## config.mk

```make
export PLATFORM = sky130hd
export DESIGN_NAME = uart_rx_sampler
export DESIGN_NICKNAME = d
export VERILOG_FILES = /design/src/rtl/uart_pkg.sv /design/src/rtl/uart_bit_sync.sv /design/src/rtl/uart_rx_sampler.sv
export SDC_FILE = /design/constraint.sdc
export NUM_CORES = 1
export LEC_CHECK = 0
export ABC_AREA = 0
export BUFFER_PORTS_ARGS = -buffer_cell sky130_fd_sc_hd__buf_2
export CORE_MARGIN = 3
export CORE_UTILIZATION = 51
export CTS_BUF_LIST = sky130_fd_sc_hd__clkbuf_8
export CTS_CLUSTER_DIAMETER = 40
export DETAILED_ROUTE_END_ITERATION = 16
export GPL_ROUTABILITY_DRIVEN = 0
export GPL_TIMING_DRIVEN = 0
export PLACE_DENSITY = 0.73
export SLEW_MARGIN = 40
export SYNTH_ARGS = -nofsm -noshare
export SYNTH_HDL_FRONTEND = slang
export SYNTH_SLANG_ARGS = --single-unit
```

## constraint.sdc

```tcl
create_clock -name clk -period 1.8 [get_ports clk]
set_clock_uncertainty 0.2 [all_clocks]
set_input_delay 0.45 -clock clk [delete_from_list [all_inputs] [get_ports clk]]
set_output_delay 0.45 -clock clk [all_outputs]
set_load 0.005 [all_outputs]
```

## src/rtl/uart_pkg.sv

```systemverilog
// Shared types, default constants and helpers for the UART receive path.
package uart_pkg;

  localparam int DEF_OVERSAMPLE = 16;
  localparam int DEF_DATA_BITS  = 8;

  typedef enum logic [2:0] {
    IDLE,
    START,
    DATA,
    STOP,
    WAIT_IDLE
  } rx_state_e;

  function automatic logic maj3(input logic a, input logic b, input logic c);
    return (a & b) | (a & c) | (b & c);
  endfunction

endpackage

```

## src/rtl/uart_bit_sync.sv

```systemverilog
// Multi-flop synchronizer for an asynchronous single-bit input.
// Resets to 1 so an idle-high line never looks like an edge out of reset.
module uart_bit_sync #(
  parameter int STAGES = 2
) (
  input  logic clk,
  input  logic rst_n,
  input  logic async_bit,
  output logic sync_bit
);

  logic [STAGES-1:0] ff;

  always_ff @(posedge clk or negedge rst_n) begin
    if (!rst_n) ff <= '1;
    else        ff <= (ff << 1) | STAGES'(async_bit);
  end

  assign sync_bit = ff[STAGES-1];

endmodule

```

## src/rtl/uart_rx_sampler.sv

```systemverilog
// Oversampling 8N1 UART receiver: 3-sample majority vote around mid-bit,
// false-start rejection, and stop-bit framing check with one-clk pulses.
module uart_rx_sampler
  import uart_pkg::*;
#(
  parameter int OVERSAMPLE  = DEF_OVERSAMPLE,
  parameter int DATA_BITS   = DEF_DATA_BITS,
  parameter int SYNC_STAGES = 2
) (
  input  logic                 clk,
  input  logic                 rst_n,
  input  logic                 rx_tick,
  input  logic                 uart_rx_in,
  output logic [DATA_BITS-1:0] rx_data_out,
  output logic                 rx_data_valid,
  output logic                 rx_frame_err
);

  localparam int TW = $clog2(OVERSAMPLE);
  localparam int BW = (DATA_BITS > 1) ? $clog2(DATA_BITS) : 1;
  localparam logic [TW-1:0] T_LO  = TW'(OVERSAMPLE/2 - 1);
  localparam logic [TW-1:0] T_MID = TW'(OVERSAMPLE/2);
  localparam logic [TW-1:0] T_HI  = TW'(OVERSAMPLE/2 + 1);
  localparam logic [TW-1:0] T_END = TW'(OVERSAMPLE - 1);
  localparam logic [BW-1:0] B_END = BW'(DATA_BITS - 1);

  logic rxs;

  uart_bit_sync #(.STAGES(SYNC_STAGES)) u_sync (
    .clk       (clk),
    .rst_n     (rst_n),
    .async_bit (uart_rx_in),
    .sync_bit  (rxs)
  );

  rx_state_e            state_q, state_d;
  logic [TW-1:0]        tick_q, tick_d;
  logic [BW-1:0]        bit_q, bit_d;
  logic [1:0]           smp_q, smp_d;
  logic [DATA_BITS-1:0] shreg_q, shreg_d;
  logic [DATA_BITS-1:0] data_d;
  logic                 valid_d, err_d;
  logic                 maj;

  always_ff @(posedge clk or negedge rst_n) begin
    if (!rst_n) begin
      state_q       <= IDLE;
      tick_q        <= '0;
      bit_q         <= '0;
      smp_q         <= '0;
      shreg_q       <= '0;
      rx_data_out   <= '0;
      rx_data_valid <= 1'b0;
      rx_frame_err  <= 1'b0;
    end else begin
      state_q       <= state_d;
      tick_q        <= tick_d;
      bit_q         <= bit_d;
      smp_q         <= smp_d;
      shreg_q       <= shreg_d;
      rx_data_out   <= data_d;
      rx_data_valid <= valid_d;
      rx_frame_err  <= err_d;
    end
  end

  // Third sample is the live rxs, so the vote resolves on tick M+1 itself.
  assign maj = maj3(smp_q[1], smp_q[0], rxs);

  always_comb begin
    state_d = state_q;
    tick_d  = tick_q;
    bit_d   = bit_q;
    smp_d   = smp_q;
    shreg_d = shreg_q;
    data_d  = rx_data_out;
    valid_d = 1'b0;
    err_d   = 1'b0;

    if (rx_tick) begin
      if (state_q == START || state_q == DATA || state_q == STOP) begin
        tick_d = (tick_q == T_END) ? '0 : tick_q + 1'b1;
        if (tick_q == T_LO || tick_q == T_MID) smp_d = {smp_q[0], rxs};
      end

      case (state_q)
        IDLE: begin
          if (!rxs) begin
            state_d = START;
            tick_d  = '0;
          end
        end
        START: begin
          if (tick_q == T_HI && maj) begin
            state_d = IDLE;
            tick_d  = '0;
          end else if (tick_q == T_END) begin
            state_d = DATA;
            bit_d   = '0;
          end
        end
        DATA: begin
          if (tick_q == T_HI) shreg_d = {maj, shreg_q[DATA_BITS-1:1]};
          if (tick_q == T_END) begin
            if (bit_q == B_END) begin
              state_d = STOP;
              bit_d   = '0;
            end else begin
              bit_d = bit_q + 1'b1;
            end
          end
        end
        STOP: begin
          // Decide early so a start edge right after the stop bit is caught.
          if (tick_q == T_HI) begin
            tick_d = '0;
            if (maj) begin
              data_d  = shreg_q;
              valid_d = 1'b1;
              state_d = IDLE;
            end else begin
              err_d   = 1'b1;
              state_d = WAIT_IDLE;
            end
          end
        end
        WAIT_IDLE: begin
          if (rxs) state_d = IDLE;
        end
        default: state_d = IDLE;
      endcase
    end
  end

endmodule

```

==> key figures <==
Clock network
  – CTS Buf Count: 5
  – Worst-Skew Late Latency: ~280 ps
  – Root Driver: clkbuf_8
  – H-Tree Depth: 2
  – CTS tree: built
  – Clock Path Buffers: 2
  – Hold-fix buffers, CTS: 0
  – Clock sink total: 32
  – Reg clk slew, reported paths: 70 ps

Timing
  – Final hold violations: 7
  – Max Fclk: between 500 and 600 MHz
  – Final Cycle Share: 100%
  – Slew HR: a little under three fifths
  – Worst-Margin Slew: 668 ps
  – Final Worst Setup Slack: -4.35 ps
  – Max Transition Viols Final: 0
  – Final setup viols: 2
  – Minimum clock period: between 1500 and 2000 ps
  – WHS: -8.46 ps
  – Unrepaired setup endpoints after global routing: true

Detailed routing
  – Via-per-instance ratio: ~5.8
  – Detailed Route Iter0 Violations: 30
  – Routed wire per std cell: 16.2 um
  – Iteration count of the initial detailed-routing pass: 4
  – Via count: approximately 1000
  – Residual DRC: 0
  – DRT antenna net count: 0
  – Final WL: around 2900 um

Synthesis
  – Syn Nets: between 100 and 150
  – Synth warn: 0
  – Post-synth EDFFs: 0
  – Yosys top cell area share: between 40% and 50%
  – Count leader, synth: dfrtp_1
  – Synth Flop Type: dfrtp_1
  – Syn Inst Count: 120
  – Synth top cells by count: dfrtp_1 (30), mux2_2 (19), nor2_1 (9)
  – Sequential-to-total area share from yosys stat: between 50% and 60%
  – Post-synth top area cell: dfrtp_1
  – Synth Area per Inst: between 10 and 15 um^2
  – #FFs+latches synth: 32
  – Async SR Flop Fraction: 100%
  – Ranking of synthesized cells by area: dfrtp_1 (50%), mux2_2 (14%), ha_1 (4.1%), dfstp_2 (3.5%), nor2_1 (2.2%)
  – Synthesized area: between 1500 and 2000 um^2
  – Number of distinct library cells after synthesis: 38

Die
  – Die Wd: between 60 and 70 um
  – Die ar.: between 3000 and 4000 um^2
  – Core area: roughly 2800 um^2
  – DIE HEIGHT: a little over 60 um
  – Std cell rows: 19
  – Initial core utilization: between 50% and 60%
  – IO Count: 14

Pwr
  – Leak pwr: about 0.95 nW
  – Peak VDD IR: about 1100 uV
  – PwrDens: roughly 1100 nW/um^2
  – Power consumption: ~2.1 mW

GRT
  – Number of global-route vias before repair: ~1100
  – Largest net degree at the start of global routing: 33
  – Total gr overflow: 0
  – First-pass GRT wire length: between 4000 and 5000 um
  – Initial antenna violation count: 0
  – GR Util All Layers: between 10% and 20%

Worst setup path
  – Startpoint types: flop
  – Critical Path RT: approximately 1800 ps
  – Worst setup path class: reg -> reg
  – CP Capture Type: flop
  – Worst Path Max Fanout: 10
  – Crit path DAT: 1770 ps

Finish
  – Fraction of layout cells with a size suffix above 1: approximately 48%
  – Area of the multi-input gates: between 700 and 800 um^2
  – Area grow syn2layout: 22.7%
  – Fillers: 214
  – Fin nets: approximately 160
  – Post-Layout Cell Count: 180
  – Ant. Diodes: 0
  – Flip-flop and latch area: about 800 um^2

Flow run
  – Max_cap viols: 0

Outcome
  – Outcome: finished, violations left
  – Failing checks: negative hold slack, negative setup slack

Place
  – Placed instance count: about 160
  – I/O Buffers: 13
  – Dpl hpwl: roughly 1900 um

Hold path
  – Class of the worst hold path: in -> async
flip-flops by register name, indices dropped and copies added, names as in the netlist, 2 cells and up:
name         flops
tick_q           4
state_q          3
u_sync.ff        2
bit_q            3
shreg_q          8
smp_q            2
rx_data_out      8
routing by layer:
metal / part of all wire, % / global-route usage [%]
met5: 0 / 0
met4: 2.0 / 11.7
met3: 4.5 / 4.47
met2: 52 / 28.9
met1: 41 / 21.8
worst max-delay path, stage by stage (launching register included):
cell	delay [ps]
dfrtp_1	370
buf_6	140
or3b_4	420
nor2_8	190
mux2_2	360
report_power, final:
group,switching (mW),total [mW],internal [mW]
Sequential,0.0893,0.894,0.804
Combinational,0.353,0.653,0.300
Clock,0.270,0.539,0.269
Total,0.712,2.09,1.37
timing repair:
action,in CTS,in global routing
resized for setup,4,20
buffers inserted,5,2
gates cloned,1,0
setup endpoints to repair,18,24
pin swaps,2,2
layout make-up:
type | instances | share of cell area (%)
clock buffer | 5 | 3.72
sequential | 32 | 43.4
tap | 31 | 2.10
inverter | 4 | 0.811
timing repair buffer | 20 | 6.56
buffer | 3 | 1.28
multi-input combinational | 82 | 41.1
clock inverter | 3 | 1.01
logic make-up (layout without fill, tap and decap cells):
family | after synthesis | in the layout | synth area share, %
AND/OR/NAND/NOR | 34 | 35 | 15.2
flip-flops | 32 | 32 | 53.3
multiplexers | 20 | 20 | 14.9
AO/OA/AOI/OAI | 19 | 19 | 8.55
buffers and inverters | 7 | 35 | 2.16
adder cells (fa/ha/maj) | 6 | 6 | 4.81
XOR/XNOR | 2 | 2 | 1.16
through the flow:
| step | worst slack [ps] | util (%) | instance area [um^2] | TNS [ps] |
|---|---|---|---|---|
| 2_1_floorplan | 29.0 | - | 1510 | 0 |
| 3_3_place_gp | -82.6 | 57.9 | 1610 | -82.6 |
| 3_5_place_dp | -128 | 57.9 | 1610 | -974 |
| 4_1_cts | -8.43 | 63.0 | 1750 | -47.3 |
| 5_1_grt | -25.2 | 66.5 | 1850 | -77.7 |
| 6_report | -4.35 | 66.5 | 1850 | -6.89 |
worst paths after layout:
kind	endpoint	depth (start not counted)	start	slack, ps
min in group clk	u_sync.ff[0]	1	uart_rx_in	60
setup reg to reg	shreg_q[4]	4	state_q[2]	-4
setup / recovery	shreg_q[4]	4	state_q[2]	-4
max in group asynchronous	tick_q[0]	1	rst_n	970
hold / removal	tick_q[3]	1	rst_n	-8
hold reg to reg	u_sync.ff[1]	0	u_sync.ff[0]	160
cells in the final DEF (no fill, tap or decap), types with 2 or more instances in the layout:
cell type / n
dfrtp_1: 30
mux2_2: 17
buf_2: 14
nor2_1: 8
buf_4: 6
nand2_1: 5
clkbuf_8: 5
nand3b_1: 4
inv_1: 3
o211ai_1: 3
buf_6: 2
nor3_1: 2
a21oi_2: 2
xor2_1: 2
a21oi_1: 2
o21ai_0: 2
nand4_1: 2
a22o_1: 2
mux2_4: 2
ha_4: 2
ha_2: 2
clkinv_2: 2
dfstp_2: 2
No activity file was read; power rests on OpenSTA's default activity.
